==> src/rtl/kf6845_light_pen_strobe.sv <==
// Light pen emulator for a KF6845-style CRTC.
// Watches the refresh address stream for a chosen MA, waits a programmable
// photodetector latency, then drives a registered LPSTB pulse into the CRTC.
// A capture waits for the start of a fresh frame, searches for up to
// TIMEOUT_FRAMES frames, and reports either done (strobe issued) or timeout.

module kf6845_light_pen_strobe #(
   parameter int unsigned LATENCY        = 2,  // 0..15 character clocks
   parameter int unsigned TIMEOUT_FRAMES = 4   // 1..255 frames
) (
   input  logic        clock,
   input  logic        reset,
   input  logic        video_clock_enable,
   input  logic [13:0] MA,
   input  logic        DE,
   input  logic        VSYNC,
   input  logic        arm,
   input  logic        abort,
   input  logic [13:0] target_address,
   input  logic [3:0]  pulse_width,
   output logic        busy,
   output logic        LPSTB,
   output logic        done,
   output logic        timeout,
   output logic [13:0] hit_address
);

   localparam logic [3:0] LP_LATENCY = LATENCY[3:0];
   localparam logic [7:0] LP_TIMEOUT = TIMEOUT_FRAMES[7:0];

   typedef enum logic [2:0] {
      IDLE,
      WAIT_FRAME,
      SEARCH,
      DELAY,
      STROBE
   } state_t;

   state_t      r_state;
   logic        r_vsync_q;
   logic [13:0] r_target;
   logic [3:0]  r_width;
   logic [7:0]  r_frame_cnt;
   logic [3:0]  r_delay_cnt;
   logic [3:0]  r_width_cnt;
   logic        r_busy;
   logic        r_lpstb;
   logic        r_done;
   logic        r_timeout;
   logic [13:0] r_hit;

   logic        w_vsync_rise;
   logic        w_match;
   logic [7:0]  w_frame_next;
   logic [3:0]  w_strobe_len;

   assign w_vsync_rise = video_clock_enable & VSYNC & ~r_vsync_q;
   assign w_match      = video_clock_enable & DE & (MA == r_target);
   assign w_frame_next = r_frame_cnt + 8'd1;
   assign w_strobe_len = (r_width == 4'd0) ? 4'd1 : r_width;

   // VSYNC history for edge detection; resets high so no edge on the first enabled cycle
   always_ff @(posedge clock) begin
      if (!reset) begin
         r_vsync_q <= 1'b1;
      end else if (video_clock_enable) begin
         r_vsync_q <= VSYNC;
      end
   end

   // Capture FSM with registered status outputs; abort overrides every transition
   always_ff @(posedge clock) begin
      if (!reset) begin
         r_state     <= IDLE;
         r_target    <= '0;
         r_width     <= 4'd1;
         r_frame_cnt <= '0;
         r_delay_cnt <= '0;
         r_width_cnt <= '0;
         r_busy      <= 1'b0;
         r_lpstb     <= 1'b0;
         r_done      <= 1'b0;
         r_timeout   <= 1'b0;
         r_hit       <= '0;
      end else begin
         r_done    <= 1'b0;
         r_timeout <= 1'b0;
         if (abort) begin
            r_state <= IDLE;
            r_busy  <= 1'b0;
            r_lpstb <= 1'b0;
         end else begin
            case (r_state)
               IDLE: begin
                  if (arm) begin
                     r_target <= target_address;
                     r_width  <= pulse_width;
                     r_state  <= WAIT_FRAME;
                     r_busy   <= 1'b1;
                  end
               end
               WAIT_FRAME: begin
                  if (w_vsync_rise) begin
                     r_state     <= SEARCH;
                     r_frame_cnt <= '0;
                  end
               end
               SEARCH: begin
                  // a match on the same cycle as a VSYNC edge takes precedence
                  if (w_match) begin
                     r_hit <= MA;
                     if (LATENCY != 0) begin
                        r_state     <= DELAY;
                        r_delay_cnt <= LP_LATENCY;
                     end else begin
                        r_state     <= STROBE;
                        r_lpstb     <= 1'b1;
                        r_width_cnt <= w_strobe_len;
                     end
                  end else if (w_vsync_rise) begin
                     r_frame_cnt <= w_frame_next;
                     if (w_frame_next == LP_TIMEOUT) begin
                        r_state   <= IDLE;
                        r_busy    <= 1'b0;
                        r_timeout <= 1'b1;
                     end
                  end
               end
               DELAY: begin
                  if (video_clock_enable) begin
                     if (r_delay_cnt <= 4'd1) begin
                        r_state     <= STROBE;
                        r_lpstb     <= 1'b1;
                        r_width_cnt <= w_strobe_len;
                     end else begin
                        r_delay_cnt <= r_delay_cnt - 4'd1;
                     end
                  end
               end
               STROBE: begin
                  if (video_clock_enable) begin
                     if (r_width_cnt <= 4'd1) begin
                        r_state <= IDLE;
                        r_busy  <= 1'b0;
                        r_lpstb <= 1'b0;
                        r_done  <= 1'b1;
                     end else begin
                        r_width_cnt <= r_width_cnt - 4'd1;
                     end
                  end
               end
               default: begin
                  r_state <= IDLE;
                  r_busy  <= 1'b0;
                  r_lpstb <= 1'b0;
               end
            endcase
         end
      end
   end

   assign busy        = r_busy;
   assign LPSTB       = r_lpstb;
   assign done        = r_done;
   assign timeout     = r_timeout;
   assign hit_address = r_hit;

endmodule

==> config.mk <==
export PLATFORM = sky130hd
export DESIGN_NAME = kf6845_light_pen_strobe
export DESIGN_NICKNAME = d
export VERILOG_FILES = /design/src/rtl/kf6845_light_pen_strobe.sv
export SDC_FILE = /design/constraint.sdc
export NUM_CORES = 1
export LEC_CHECK = 0
export BUFFER_PORTS_ARGS = -buffer_cell sky130_fd_sc_hd__buf_4
export CAP_MARGIN = 20
export CORE_MARGIN = 2
export CORE_UTILIZATION = 27
export CTS_BUF_LIST = sky130_fd_sc_hd__clkbuf_8
export CTS_CLUSTER_DIAMETER = 30
export DETAILED_ROUTE_END_ITERATION = 10
export PLACE_DENSITY = 0.5
export REMOVE_ABC_BUFFERS = 1
export SYNTH_ARGS = -nofsm -noshare
export SYNTH_HDL_FRONTEND = slang
export SYNTH_SLANG_ARGS = --single-unit
==> constraint.sdc <==
create_clock -name clock -period 1.77 [get_ports clock]
set_clock_uncertainty 0.15 [all_clocks]
set_input_delay 0.354 -clock clock [delete_from_list [all_inputs] [get_ports clock]]
set_output_delay 0.354 -clock clock [all_outputs]
set_load 0.1 [all_outputs]
==> results of run 1 <==
[cells in the mapped netlist, types with 3 or more instances]
library cell	n
ha_1	5
nor4_1	7
o21ai_1	4
nand2_1	61
or2_2	3
nand2b_1	5
nand3_1	25
o221ai_1	3
inv_1	8
nor2_1	22
dfxtp_1	56
o21ai_0	19
buf_2	9
nor3_1	12
buf_6	3
nand3b_1	3
xor2_1	14
nand4_1	8
a21oi_1	41
o211ai_1	6
clkbuf_1	8
[worst min path at each step]
stage | slack, ns | from | end | depth (start not counted)
global route | 0.11 | pulse_width[0] | r_width[0]$_SDFFE_PN1P_ | 3
floorplan | 0.28 | reset | r_vsync_q$_SDFFE_PN1P_ | 1
detailed placement | 0.31 | r_target[11]$_SDFFE_PN0P_ | r_target[11]$_SDFFE_PN0P_ | 2
finish | 0.1 | pulse_width[0] | r_width[0]$_SDFFE_PN1P_ | 3
global placement | 0.30 | r_width[0]$_SDFFE_PN1P_ | r_width[0]$_SDFFE_PN1P_ | 2
CTS | 0.10 | pulse_width[0] | r_width[0]$_SDFFE_PN1P_ | 3
[through the flow]
| step | power [µW] | hold slack, ns | setup WS (ns) | utilization, % |
|---|---|---|---|---|
| floorplan | 1460 | 0.276 | -0.384 | - |
| global placement | 1650 | 0.303 | -0.239 | 36.4 |
| detailed placement | 1650 | 0.310 | -0.276 | 36.4 |
| CTS | 2530 | 0.101 | -0.0273 | 38.4 |
| global route | 2640 | 0.115 | -0.126 | 43.0 |
| finish | 2540 | 0.0984 | -0.0807 | 43.0 |
[where the power goes]
| group | total (µW) | switching [µW] | internal, µW | leakage, µW |
|---|---|---|---|---|
| sequential | 1310 | 22.0 | 1280 | 0.000458 |
| combinational | 351 | 185 | 165 | 0.00116 |
| clock | 885 | 462 | 423 | 0.0000599 |
| total | 2540 | 669 | 1870 | 0.00168 |
[cell families (layout without fill, tap and decap cells)]
kind of cell | Yosys count | count (layout) | share of synthesized area (%)
flip-flops | 56 | 56 | 39.7
AND/OR/NAND/NOR | 164 | 164 | 29.4
buffers and inverters | 29 | 139 | 5.09
multiplexers | 2 | 2 | 0.708
AO/OA/AOI/OAI | 90 | 90 | 18.5
XOR/XNOR | 14 | 14 | 4.34
adder cells (fa/ha/maj) | 5 | 5 | 2.21
[sequential cells by signal, summed over array words and instances (netlist names)]
name,count
hit_address,14
r_width,4
r_target,14
r_state,3
busy,1
r_width_cnt,4
r_delay_cnt,4
r_vsync_q,1
done,1
r_frame_cnt,8
LPSTB,1
timeout,1
[area by class of cell]
class / count / area share (%)
clock inverter: 3 / 0.967
inverter: 8 / 0.853
tap: 136 / 3.87
timing repair buffer: 123 / 23.8
sequential: 56 / 25.8
clock buffer: 5 / 1.56
multi-input combinational: 275 / 43.2
[timing repair]
item / in CTS / in global routing
setup endpoints to repair: 34 / 39
gates resized for setup: 21 / 90
setup buffers: 1 / 8
cloned: 0 / 4
hold buffers: 0 / 0
pin swaps: 8 / 47
[critical path, cell delays in order (launching register included)]
cell and delay, ns:
dfxtp_2 0.35, xor2_2 0.15, nor4_2 0.35, nand4_1 0.16
buf_6 0.19, buf_12 0.14, a21o_2 0.19, a21oi_2 0.10
[per-layer routing]
metal | vias to the layer above | wire (µm)
met2 | 62 | 4230
met3 | 11 | 348
met1 | 1384 | 4240
met4 | 0 | 85
met5 | - | 0
li1 | 1497 | -
==> flow_summary.yaml, run 1 <==
status:
  status: "complete, but fails checks"
  violations: "setup timing"
global_routing:
  grt_pass1_vias: 2889
  antenna_found_initial: 0
  grtUsageMet3_pct: 3.25
  grt.busiest_layer: "met2"
  grt_max_degree: 22
  grt_pass1_wl_um: 13700
  gr-total-overflow: 0
  use_met1_pct: 19.5
  grtUsageTotal_pct: 15.0
  grt_use_met2_pct: 25.0
cells_and_area:
  layout-drive-gt1-share_pct: 42.6
  fill_cells: 1016
  num-nets-final: 513
  area_delta_synth_final_pct: 55.7
  multiInputGateArea_um2: 1900
  mostFrequentLayoutCell: "buf_4"
  diodes: 0
  final_cell_area_um2: 4400
  most-common-layout-cells: "109 x buf_4, 60 x nand2_1, 48 x dfxtp_1"
  stdcell_count: 606
  regArea_um2: 1140
floorplan:
  pin_count: 57
  rows: 37
  die-area_um2: 11300
  die_h_um: 106
  start_util_pct: 27.6
  core_region_area_um2: 10200
  die_w_um: 106
sta:
  finalSetupViolCount: 22
  tightest_slew_ns: 0.418
  rsz0062_at_grt: "yes"
  hold_viol: 0
  maxSlewViolCount: 0
  worst_slack_ns: -0.0807
  slew_headroom_pct: 71.8
  max_freq_mhz: 540
  period_needed_ns: 1.85
  tns_ns: -0.740
  min_period_over_period_pct: 105
critical_path:
  crit_type: "reg -> reg"
  cp.required_ns: 1.87
  start_kind: "flop"
  startpoint: "r_target[1]$_SDFFE_PN0P_"
  ff2ff_path_depth: 7
  critPathCaptureType: "flop"
  path_max_fanout: 6
  crit_end: "r_state[1]$_SDFFE_PP0P_"
  r2r-end: "r_state[1]$_SDFFE_PP0P_"
  crit_arrival_ns: 1.96
  timing.rr.start: "r_target[1]$_SDFFE_PN0P_"
  ff2ff_setup_slack_ns: -0.08
synth:
  synth_edf_count: 0
  synthCells: 360
  yosysTopAreaCell: "dfxtp_1"
  netlist_area_um2: 2830
  ys_seq_area_share_pct: 39.7
  synth_area_leaders: "dfxtp_1 40%, nand2_1 8.1%, a21oi_1 7.3%"
  async_flop_share_pct: 0
  yosys_warnings: 0
  syn_area_per_cell_um2: 7.85
  synth_cell_types: 50
  synth_ff_type: "dfxtp_1"
  ys_ff_latch: 56
  synth_top_area_share_pct: 39.7
placement:
  gp_congestion: 0.789
  place_hpwl_um: 6140
  dpl-instance-area_um2: 3720
  portBuffers: 56
  placedCellCount: 585
route:
  wl_per_cell_um: 14.7
  drt-initial-drc-count: 90
  dr.pass1.iters: 4
  ant_nets: 0
  via_count: 2954
  drt_wl_total_um: 8900
  drc: 0
  routed_via_density: 4.87
clock_tree:
  root_buffer: "clkbuf_8"
  clk_pin_slew_ns: 0.11
  h-tree-depth: 2
  cts_sinks: 56
  cts_tree: "yes"
  clock_path_buffers: 2
  insertion_delay_ns: 0.32
  numCtsBuffers: 5
power_and_ir_drop:
  power.leakage_uw: 0.00168
  peakVddDrop_mv: 0.267
  powerDensity_nw_per_um2: 578
run:
  cap_violations: 0
hold_path:
  min_path_type: "in -> reg"
(Power assumes the default switching activity.)
==> run 2, diff against run 1 <==
- CORE_UTILIZATION: 27 -> 40
- PLACE_DENSITY: 0.5 -> 0.65
- TNS_END_PERCENT: unset -> 10
==> run 2 against run 1 <==
Effect of this change: the flow still finishes with violations (setup timing); highest routed layer unchanged; core utilization is 17 points higher; critical path type unchanged; critical path depth increased by 2; clock-buffer cell count did not move.
==> flow_summary.yaml, run 2 (synthesized netlist as in run 1, its figures left out) <==
status:
  status: "complete, but fails checks"
  violations: "setup timing"
route:
  routed_via_density: 5.31
  wl_per_cell_um: 14.7
  drt-initial-drc-count: 157
  dr.pass1.iters: 4
  via_count: 2963
  drc: 0
  ant_nets: 0
  drt_wl_total_um: 8200
floorplan:
  pin_count: 57
  rows: 30
  die_h_um: 88.1
  die-area_um2: 7750
  start_util_pct: 41.4
  core_region_area_um2: 6830
  die_w_um: 88.1
placement:
  place_ws_ns: -0.286
  gp_congestion: 0.867
  dpl-instance-area_um2: 3660
  place_hpwl_um: 5680
  portBuffers: 56
cells_and_area:
  most-common-layout-cells: "105 x buf_4, 61 x nand2_1, 48 x dfxtp_1"
  area_delta_synth_final_pct: 45.8
  layout-drive-gt1-share_pct: 39.2
  mostFrequentLayoutCell: "buf_4"
  diodes: 0
  final_cell_area_um2: 4120
  num-nets-final: 505
sta:
  period_needed_ns: 1.80
  maxSlewViolCount: 0
  worst_slack_ns: -0.0277
  max_freq_mhz: 556
  rsz0062_at_grt: "yes"
  hold_viol: 0
  tns_ns: -0.0935
  finalSetupViolCount: 5
  min_period_over_period_pct: 102
  slew_headroom_pct: 71.2
  worst_hold_slack_ns: 0.104
  tightest_slew_ns: 0.425
critical_path:
  crit_slowest_cell: "dfxtp_4"
  ff2ff_path_depth: 9
  path_max_fanout: 5
  critPathMostFrequentCell: "buf_6"
  cp.required_ns: 1.87
  timing.rr.start: "r_delay_cnt[0]$_SDFFE_PN0P_"
  ff2ff_setup_slack_ns: -0.03
  crit_type: "reg -> reg"
  cpPeakStageDelay_ns: 0.38
  critPathCaptureType: "flop"
  r2r-end: "r_width_cnt[3]$_SDFFE_PN0P_"
  crit_arrival_ns: 1.90
  cp_cell_sequence: "inv_4 > ha_4 > nor2_4 > buf_6 > nor4_4 > o21ai_4 > buf_6 > or2_1 > a21oi_2"
  critPathTopFamily: "simple AND/OR/NAND/NOR gates"
  cp_num_buf_inv: 3
  start_kind: "flop"
clock_tree:
  clk_pin_slew_ns: 0.10
  clock_path_buffers: 2
  root_buffer: "clkbuf_8"
  numCtsBuffers: 5
  cts_sinks: 56
  cts_tree: "yes"
  h-tree-depth: 2
  insertion_delay_ns: 0.31
global_routing:
  grt_pass1_vias: 2886
  grtUsageTotal_pct: 21.8
  grt_pass1_wl_um: 13500
  grt_max_degree: 19
  antenna_found_initial: 0
  gr-total-overflow: 0
run:
  cap_violations: 0
power_and_ir_drop:
  power.leakage_uw: 0.00159
  powerDensity_nw_per_um2: 603
  peakVddDrop_mv: 0.418
  finalPower_uw: 2490
hold_path:
  whs_path_depth: 3
  hp-start: "pulse_width[0]"
  min_path_type: "in -> reg"
  min_to: "r_width[0]$_SDFFE_PN1P_"
==> run 2: cell count changes in the layout (fill, tap and decap cells not counted), moves of 2 or more <==
| cell | previous run | this run |
|---|---|---|
| nand3_1 | 23 | 25 |
| inv_2 | 1 | 3 |
| buf_8 | 3 | 0 |
| o21ai_2 | 15 | 11 |
| o21ai_1 | 1 | 5 |
| buf_4 | 109 | 105 |
| nand3_2 | 2 | 0 |
| nor3_2 | 0 | 2 |
| a21oi_2 | 6 | 4 |
| inv_4 | 3 | 1 |
| a21oi_1 | 35 | 37 |
| clkbuf_16 | 3 | 0 |
| buf_6 | 6 | 8 |
==> run 2: power by group <==
part / leakage [µW] / total (µW) / internal [µW] / switching (µW)
registers: 0.000458 / 1310 / 1280 / 21.1
clock network: 0.0000593 / 838 / 415 / 423
logic: 0.00108 / 342 / 163 / 179
total: 0.00159 / 2490 / 1860 / 623
==> run 2: area by class of cell <==
| cell class | instances | area [µm²] |
|---|---|---|
| inverter | 8 | 32.5 |
| fill | 611 | 2710 |
| sequential | 56 | 1130 |
| timing repair buffer | 115 | 918 |
| clock buffer | 5 | 68.8 |
| tap | 96 | 120 |
| multi-input combinational | 275 | 1810 |
| clock inverter | 3 | 38.8 |
==> run 2: worst register-to-register path, delay by kind of cell (launching register included) <==
kind                     cells  cell delay (ns)
adder cells (fa/ha/maj)      1             0.15
AO/OA/AOI/OAI                2             0.23
AND/OR/NAND/NOR              3             0.53
buffers and inverters        3             0.32
flip-flops                   1             0.38
==> run 2: how the worst max path moves through the flow <==
stage | startpoint | cells after the start | to | slack, ns
floorplan | MA[1] | 5 | r_delay_cnt[2]$_SDFFE_PN0P_ | -0.38
global placement | MA[4] | 7 | r_state[1]$_SDFFE_PP0P_ | -0.29
detailed placement | MA[8] | 7 | r_frame_cnt[3]$_SDFFE_PN0P_ | -0.29
CTS | r_target[7]$_SDFFE_PN0P_ | 8 | r_state[1]$_SDFFE_PP0P_ | -0.06
global route | r_delay_cnt[0]$_SDFFE_PN0P_ | 8 | r_state[1]$_SDFFE_PP0P_ | -0.15
finish | r_delay_cnt[0]$_SDFFE_PN0P_ | 9 | r_width_cnt[3]$_SDFFE_PN0P_ | -0.03
==> run 2: per-layer routing <==
layer  GRT usage (%)  wire length, µm  vias up
met5               0                0        -
li1                -                -     1480
met4            5.51              116        0
met3            3.39              341        8
met1            29.0             3780     1401
met2            37.2             3970       74
==> run 2: stage by stage <==
stage / cells / utilization [%]
after floorplan: 339 / -
after global placement: 544 / 53.6
after detailed placement: 544 / 53.6
after CTS: 557 / 57.1
after global routing: 558 / 60.3
final: 558 / 60.3
==> run 2: repair_timing <==
| action | 4_1_cts | 5_1_grt |
|---|---|---|
| gates resized for setup | 35 | 52 |
| setup buffers | 4 | 1 |
| cloned | 1 | 0 |
| pin swaps | 22 | 20 |
| hold buffers | 0 | 0 |
| setup endpoints to repair | 52 | 53 |
==> run 3, diff against run 2 <==
- PLACE_DENSITY: 0.65 -> 0.62
- clock period: 1.77 -> 2.05 ns (I/O delays scaled with it)
==> run 3 against run 2 <==
Effect of this change: clock power fell by 14%; core utilization is 7.7 points lower; the flow now finishes without violations; routed wire length shrank 9.1%; cell count shrank 5.7%; maximum frequency down 7.8%; global-route usage decreased by 1.2 points; non-clock buffer count decreased by 32; final area is 13% lower; hold slack gained 0.058 ns.
==> flow_summary.yaml, run 3 (synthesized netlist as in run 1, its figures left out) <==
global_routing:
  grt_max_degree: 19
  grt_pass1_wl_um: 12900
  grtUsageTotal_pct: 20.6
  gr-total-overflow: 0
  antenna_found_initial: 0
  grt_pass1_vias: 2740
critical_path:
  crit_type: "reg -> reg"
  path_max_fanout: 5
  crit_arrival_ns: 2.00
  cp.required_ns: 2.10
  start_kind: "flop"
  ff2ff_path_depth: 7
  critPathCaptureType: "flop"
cells_and_area:
  diodes: 0
  most-common-layout-cells: "83 x buf_4, 61 x nand2_1, 56 x dfxtp_1"
  fill_cells: 699
  mostFrequentLayoutCell: "buf_4"
  area_delta_synth_final_pct: 27.1
  multiInputGateArea_um2: 1590
  num-nets-final: 473
  final_util_pct: 52.6
  stdcell_count: 526
  layout-drive-gt1-share_pct: 24.7
  final_cell_area_um2: 3590
  regArea_um2: 1120
floorplan:
  rows: 30
  start_util_pct: 41.4
  pin_count: 57
  die_h_um: 88.1
  die_w_um: 88.1
  core_region_area_um2: 6830
  die-area_um2: 7750
placement:
  placedCellCount: 518
  dpl-instance-area_um2: 3460
  gp_congestion: 0.883
  place_hpwl_um: 5560
  portBuffers: 56
route:
  drt_wl_total_um: 7450
  drc: 0
  via_count: 2731
  ant_nets: 0
  drt-initial-drc-count: 111
  dr.pass1.iters: 4
  routed_via_density: 5.19
  wl_per_cell_um: 14.2
sta:
  rsz0062_at_grt: "no"
  max_freq_mhz: 513
  min_period_over_period_pct: 95.1
  worst_hold_slack_ns: 0.161
  slew_headroom_pct: 61.8
  finalSetupViolCount: 0
  maxSlewViolCount: 0
  tightest_slew_ns: 0.572
  hold_viol: 0
  period_needed_ns: 1.95
clock_tree:
  cts_tree: "yes"
  h-tree-depth: 2
  clk_pin_slew_ns: 0.10
  post-cts-setup-buffers: 0
  clock_path_buffers: 2
  insertion_delay_ns: 0.32
  cts_sinks: 56
  root_buffer: "clkbuf_8"
  numCtsBuffers: 5
power_and_ir_drop:
  peakVddDrop_mv: 0.316
  powerDensity_nw_per_um2: 584
  finalPower_uw: 2100
  power.leakage_uw: 0.00139
hold_path:
  min_path_type: "in -> reg"
  whs_path_depth: 3
run:
  cap_violations: 0
status:
  status: "finished clean"
## run 3: changes by cell type in the layout (fill, tap and decap cells not counted), moves of 7 or more
cell	delta
buf_4	-22
buf_6	-8
o21ai_0	+14
o21ai_2	-9
dfxtp_1	+8
dfxtp_2	-7
## run 3: routing by layer
metal,track usage (%),up-vias,part of all wire [%]
met2,35.1,61,48
met3,3.49,5,4.4
met1,27.3,1252,47
li1,-,1413,-
met4,5.23,0,0.94
met5,0,-,0
## run 3: final timing paths
kind / startpoint / endpoint / slack (ns)
worst max-delay path: r_delay_cnt[0]$_SDFFE_PN0P_ / r_state[1]$_SDFFE_PP0P_ / 0.10
worst min-delay path: pulse_width[0] / r_width[0]$_SDFFE_PN1P_ / 0.16
worst max register to register: r_delay_cnt[0]$_SDFFE_PN0P_ / r_state[1]$_SDFFE_PP0P_ / 0.10
worst min register to register: r_target[10]$_SDFFE_PN0P_ / r_target[10]$_SDFFE_PN0P_ / 0.32
## run 3: timing repair
item | 4_1_cts | 5_1_grt
endpoints found under the setup margin | 1 | 7
hold buffers | 0 | 0
resized for setup | 2 | 4
## run 3: final cells by class
| cell class | count | share of cell area [%] |
|---|---|---|
| Sequential cell | 56 | 31.2 |
| Timing Repair Buffer | 83 | 17.3 |
| Tap cell | 96 | 3.34 |
| Multi-Input combinational cell | 275 | 44.3 |
| Clock buffer | 5 | 1.92 |
| Clock inverter | 3 | 1.08 |
| Inverter | 8 | 0.836 |
## run 3: critical path: stages, from the launching register on
cell and delay [ns]:
dfxtp_1 0.36, inv_1 0.08, ha_1 0.24, nor2_2 0.17, nor3_2 0.11, a311oi_2 0.40, mux2i_1 0.24, a21oi_1 0.09
## run 3: report_power, final
group	switching [µW]	internal [µW]
Clock	366	359
Sequential	18.9	1110
Combinational	133	113
Total	517	1580
## run 3: metrics by stage
| step | setup WS, ns | TNS, ns |
|---|---|---|
| after floorplan | -0.160 | -1.40 |
| after global placement | 0.00159 | 0 |
| after detailed placement | -0.0663 | -0.681 |
| after CTS | 0.0810 | 0 |
| after global routing | 0.000970 | 0 |
| final | 0.101 | 0 |
